`src/rtl/register_scoreboard.sv`:
```
// register_scoreboard
//   Decode-stage register scoreboard. Every architectural register has a
//   saturating in-flight write counter, so several writes to one register
//   can be outstanding at once. NUM_RD source operands are checked in
//   parallel and a combinational stall is raised towards decode.
//
// Ports
//   clk              clock, all state changes on the rising edge
//   reset            asynchronous active-low reset, clears all state
//   flush            synchronous clear of every counter (wins over alloc/retire)
//   wb_reg/_is_valid register retiring a write this cycle
//   dst_reg/_is_valid destination of the instruction sitting in decode
//   src_regs         packed source indices, port i at [i*REG_W +: REG_W]
//   src_is_valid     per-port source valid
//   next_stage_ready downstream accepts the decode instruction
//   is_stall         combinational stall to decode
//   pending_mask     bit r set while register r has writes in flight
//   underflow_err    sticky: a writeback arrived for a register with count 0
//
// Optional build macro
//   REGISTER_SCOREBOARD_WB_BYPASS_EN : a source whose only outstanding write
//   is retiring this cycle is forwarded and does not stall.

module register_scoreboard #(
    parameter int NUM_REGS = 8,
    parameter int REG_W    = 3,
    parameter int NUM_RD   = 4,
    parameter int CNT_W    = 2
) (
    input  logic                    clk,
    input  logic                    reset,
    input  logic                    flush,
    input  logic [REG_W-1:0]        wb_reg,
    input  logic                    wb_is_valid,
    input  logic [REG_W-1:0]        dst_reg,
    input  logic                    dst_reg_is_valid,
    input  logic [NUM_RD*REG_W-1:0] src_regs,
    input  logic [NUM_RD-1:0]       src_is_valid,
    input  logic                    next_stage_ready,
    output logic                    is_stall,
    output logic [NUM_REGS-1:0]     pending_mask,
    output logic                    underflow_err
);

    localparam logic [CNT_W-1:0] MAX_CNT = '1;

    logic [CNT_W-1:0] count_q [NUM_REGS];
    logic [CNT_W-1:0] count_d [NUM_REGS];
    logic             underflow_q;
    logic             underflow_d;

    logic             src_hazard;
    logic             dst_sat;
    logic             alloc;
    logic             retire;

    // Indices beyond NUM_REGS read as an idle register.
    function automatic logic in_range(input logic [REG_W-1:0] idx);
        return 32'(idx) < NUM_REGS;
    endfunction

    function automatic logic [CNT_W-1:0] cnt_of(input logic [REG_W-1:0] idx);
        logic [CNT_W-1:0] c;
        c = '0;
        for (int r = 0; r < NUM_REGS; r++) begin
            if (in_range(idx) && (idx == REG_W'(r))) begin
                c = count_q[r];
            end
        end
        return c;
    endfunction

    always_comb begin
        src_hazard = 1'b0;
        for (int i = 0; i < NUM_RD; i++) begin
            if (src_is_valid[i] && (cnt_of(src_regs[i*REG_W +: REG_W]) != '0)) begin
`ifdef REGISTER_SCOREBOARD_WB_BYPASS_EN
                // Last outstanding write retires now: value is forwarded.
                if (!(wb_is_valid && (wb_reg == src_regs[i*REG_W +: REG_W]) &&
                      (cnt_of(src_regs[i*REG_W +: REG_W]) == CNT_W'(1)))) begin
                    src_hazard = 1'b1;
                end
`else
                src_hazard = 1'b1;
`endif
            end
        end

        dst_sat  = dst_reg_is_valid && (cnt_of(dst_reg) == MAX_CNT);
        is_stall = src_hazard || dst_sat;

        // Stall is decided on the pre-allocation counts, so src == dst in the
        // same instruction never stalls on itself.
        alloc  = dst_reg_is_valid && next_stage_ready && !is_stall && in_range(dst_reg);
        retire = wb_is_valid && in_range(wb_reg) && (cnt_of(wb_reg) != '0);

        underflow_d = underflow_q || (wb_is_valid && (cnt_of(wb_reg) == '0));

        for (int r = 0; r < NUM_REGS; r++) begin
            count_d[r] = count_q[r];
            if (flush) begin
                count_d[r] = '0;
            end else if (alloc && (dst_reg == REG_W'(r)) &&
                         !(retire && (wb_reg == REG_W'(r)))) begin
                count_d[r] = count_q[r] + CNT_W'(1);
            end else if (retire && (wb_reg == REG_W'(r)) &&
                         !(alloc && (dst_reg == REG_W'(r)))) begin
                count_d[r] = count_q[r] - CNT_W'(1);
            end
        end

        for (int r = 0; r < NUM_REGS; r++) begin
            pending_mask[r] = (count_q[r] != '0);
        end
    end

    always_ff @(posedge clk or negedge reset) begin
        if (!reset) begin
            for (int r = 0; r < NUM_REGS; r++) begin
                count_q[r] <= '0;
            end
            underflow_q <= 1'b0;
        end else begin
            for (int r = 0; r < NUM_REGS; r++) begin
                count_q[r] <= count_d[r];
            end
            underflow_q <= underflow_d;
        end
    end

    assign underflow_err = underflow_q;

endmodule

```
`config.mk`:
```
export PLATFORM = sky130hd
export DESIGN_NAME = register_scoreboard
export DESIGN_NICKNAME = d
export VERILOG_FILES = /design/src/rtl/register_scoreboard.sv
export SDC_FILE = /design/constraint.sdc
export NUM_CORES = 1
export LEC_CHECK = 0
export CORE_UTILIZATION = 45
export DETAILED_ROUTE_END_ITERATION = 8
export PLACE_DENSITY_LB_ADDON = 0.3
export SLEW_MARGIN = 20
export SYNTH_ARGS = -nofsm -noshare
export SYNTH_HDL_FRONTEND = slang
export SYNTH_SLANG_ARGS = --single-unit
```
`constraint.sdc`:
```
create_clock -name clk -period 3.56 [get_ports clk]
set_input_delay 0.712 -clock clk [delete_from_list [all_inputs] [get_ports clk]]
set_output_delay 0.712 -clock clk [all_outputs]
set_load 0.05 [all_outputs]
```
==> impl_metrics.env <==
export IMPL_synth_edf_count=0
export IMPL_ys_flop_type="dfrtp_1"
export IMPL_grt_max_degree=18
export IMPL_startpoint_type="primary input"
export IMPL_arrival_ns=2.69
export IMPL_n_fill_cell=345
export IMPL_ys_seq_area_share_pct=24.69
export IMPL_routed_wl_mm=4.833
export IMPL_syn_to_final_growth_pct=26.22
export IMPL_cp_required_ns=2.85
export IMPL_worstPathBufferInverterCount=3
export IMPL_powerDensity_nw_per_um2=239.6
export IMPL_port_buffers=37
export IMPL_yosys_mux_area_fraction_pct=2.687
export IMPL_clock_skew_ns=0.007980
export IMPL_netlist_instances=226
export IMPL_rsz0062_at_grt="no"
export IMPL_synth_area_um2=1723
export IMPL_final_core_util_pct=59.40
export IMPL_run_status="completed"
export IMPL_clk_path_buf_depth=2
export IMPL_first_iter_violations=160
export IMPL_setup_tns_ns=0
export IMPL_drtAntennaViolNets=0
export IMPL_row_count=22
export IMPL_slew_violations=0
export IMPL_worstMarginPinSlew_ns=0.8015
export IMPL_grt_usage_pct=25.32
export IMPL_path_cells="clkdlybuf4s50_1 -> and2_1 -> a32o_1 -> o21ai_2 -> nand4_4 -> nor3_1 -> inv_1 -> buf_4"
export IMPL_synthSimpleGateAreaFrac_pct=36.96
export IMPL_ios=38
export IMPL_p_comb_share_pct=31.7
export IMPL_place_congestion=0.8639
export IMPL_timing_rr_start="count_q[0]$_DFFE_PN0P_"
export IMPL_hold_class="flop to flop"
export IMPL_routedWlPerCell_um=15.69
export IMPL_regToRegSetupSlack_ns=0.94
export IMPL_nets=289
export IMPL_cts_root_buf="clkbuf_8"
export IMPL_cts_tree="built"
export IMPL_hp_start="underflow_err$_DFF_PN0_"
export IMPL_antenna_found_initial=0
export IMPL_slew_headroom_pct=46.40
export IMPL_synth_top_family_by_area="simple AND/OR/NAND/NOR gates"
export IMPL_ir_drop_uv=207.2
export IMPL_crit_path_max_fanout=8
export IMPL_cts_resized=0
export IMPL_via_per_inst=5.990
export IMPL_grt_overflow=0
export IMPL_syn_area_per_cell_um2=7.623
export IMPL_synth_compound_area_share_pct=24.91
export IMPL_fp_dieH_um=63.88
export IMPL_multi_input_comb_area_um2=1182
export IMPL_coreArea_um2=3661
export IMPL_power_frac_seq_pct=38.8
export IMPL_clock_fmax_mhz=294.4
export IMPL_leakage_nw=0.8889
export IMPL_hold_depth=1
export IMPL_insertion_delay_ns=0.26
export IMPL_grt_pass1_vias=1613
export IMPL_dr_total_vias=1845
export IMPL_p_int_w=0.0003474
export IMPL_synthArstFlopShare_pct=100.0
export IMPL_ff_latch_area_um2=425.4
export IMPL_grt_pass1_wl_mm=7.907
export IMPL_slowest_stage="clkdlybuf4s50_1"
export IMPL_swShare_pct=33.33
export IMPL_yosys_cell_types_count=54
export IMPL_drv_cap=0
export IMPL_regToRegEndpoint="count_q[0]$_DFFE_PN0P_"
export IMPL_hold_end="underflow_err$_DFF_PN0_"
export IMPL_chipWidth_um=63.88
export IMPL_ys_seq_elements=17
export IMPL_synthAdderAreaFrac_pct=0
export IMPL_final_common_cell="clkdlybuf4s50_1"
export IMPL_switchingPower_w=0.0001737
export IMPL_cts_num_sinks=17
export IMPL_r2r_worst_path_cells=8
export IMPL_clkTransAtPathRegs_ns=0.07
export IMPL_final_cell_mix="clkdlybuf4s50_1 (36), nor3_1 (20), nand2_1 (19), a21oi_1 (19), dfrtp_1 (17)"
export IMPL_final_hold_viol_count=0
export IMPL_endpoint_kind="output pin"
export IMPL_slowest_delay_ns=0.52
export IMPL_drc=0
export IMPL_cts_setup_buffers=0
export IMPL_p_total_w=0.0005210
export IMPL_period_needed_ns=3.397
export IMPL_htreeDepth=1
export IMPL_synth_xor_area_share_pct=4.067
export IMPL_cts_buffers=3
export IMPL_syn_nets=254
export IMPL_drive_above_1_share_pct=8.462
export IMPL_post_route_period_util_pct=95.43
export IMPL_die_area_um2=4080
export IMPL_antennaDiodeCount=0
export IMPL_yosys_warnings=0
export IMPL_start_util_pct=47.06
export IMPL_crit_family="buffers and inverters"
export IMPL_firstDrtPassIters=4
export IMPL_finalSetupViolCount=0
export IMPL_p_clk_share_pct=29.4
export IMPL_cts_hold_buf=0
export IMPL_crit_type="primary input to output pin"
export IMPL_place_hpwl_mm=3.661
## power by group through the flow
stage	registers [W]	clock network (W)	logic, W
2_1_floorplan	0.000202	0	0.000100
3_3_place_gp	0.000206	0	0.000162
3_5_place_dp	0.000206	0	0.000164
4_1_cts	0.000202	0.000156	0.000165
5_1_grt	0.000203	0.000163	0.000180
6_report	0.000202	0.000153	0.000165
## routing by layer
| layer | track usage, % | wire length, µm | part of all wire [%] | vias to the layer above |
|---|---|---|---|---|
| met5 | 0 | 0 | 0 | - |
| met2 | 38.16 | 2114 | 44 | 54 |
| met3 | 4.464 | 248 | 5.1 | 11 |
| li1 | - | - | - | 912 |
| met1 | 35.43 | 2358 | 49 | 868 |
| met4 | 10.23 | 112 | 2.3 | 0 |
## state kept, by name, summed over array words and instances, names as in the netlist
signal,count
count_q,16
underflow_err,1
## logic make-up after synthesis
family,Yosys count
AND/OR/NAND/NOR,107
AO/OA/AOI/OAI,64
buffers and inverters,26
flip-flops,17
XOR/XNOR,8
multiplexers,4
## worst max-delay path by stage
| stage | startpoint | end | slack, ns | depth (start not counted) |
|---|---|---|---|---|
| finish | dst_reg[0] | is_stall | 0.16 | 8 |
| global route | dst_reg[0] | is_stall | 0.05 | 8 |
| CTS | dst_reg[0] | is_stall | 0.17 | 8 |
| detailed placement | dst_reg[0] | is_stall | 0.17 | 8 |
| global placement | dst_reg[0] | is_stall | 0.23 | 8 |
| floorplan | src_regs[2] | is_stall | 0.78 | 7 |
## per-stage QoR
stage | std cells | worst slack [ns] | cell area [µm²] | hold slack (ns)
after floorplan | 226 | 0.7777 | 1723 | 0.4164
after global placement | 304 | 0.2313 | 2130 | 0.4648
after detailed placement | 304 | 0.1709 | 2130 | 0.4703
after CTS | 308 | 0.1695 | 2175 | 0.4890
after global routing | 308 | 0.04960 | 2175 | 0.5137
final | 308 | 0.1629 | 2175 | 0.4898
## synthesized netlist by cell type, types with 5 or more instances
master	number	area [µm²]
nand2_1	19	71.32
and2_1	6	37.54
nor2_1	13	48.80
o2111ai_1	5	43.79
clkbuf_1	6	22.52
inv_1	13	48.80
nand3_1	6	30.03
o21ai_0	9	45.04
a21oi_1	19	95.09
nor3_1	20	100.1
xnor2_1	8	70.07
nor3b_1	8	60.06
and3_1	5	31.28
a31oi_1	5	31.28
dfrtp_1	17	425.4
## cell type report
cell class	count	share of cell area [%]
sequential	17	19.56
tap	48	2.762
clock buffer	4	2.071
multi-input combinational	183	54.37
inverter	13	2.244
timing repair buffer	43	18.99
Power figures use the tool's default switching activity.
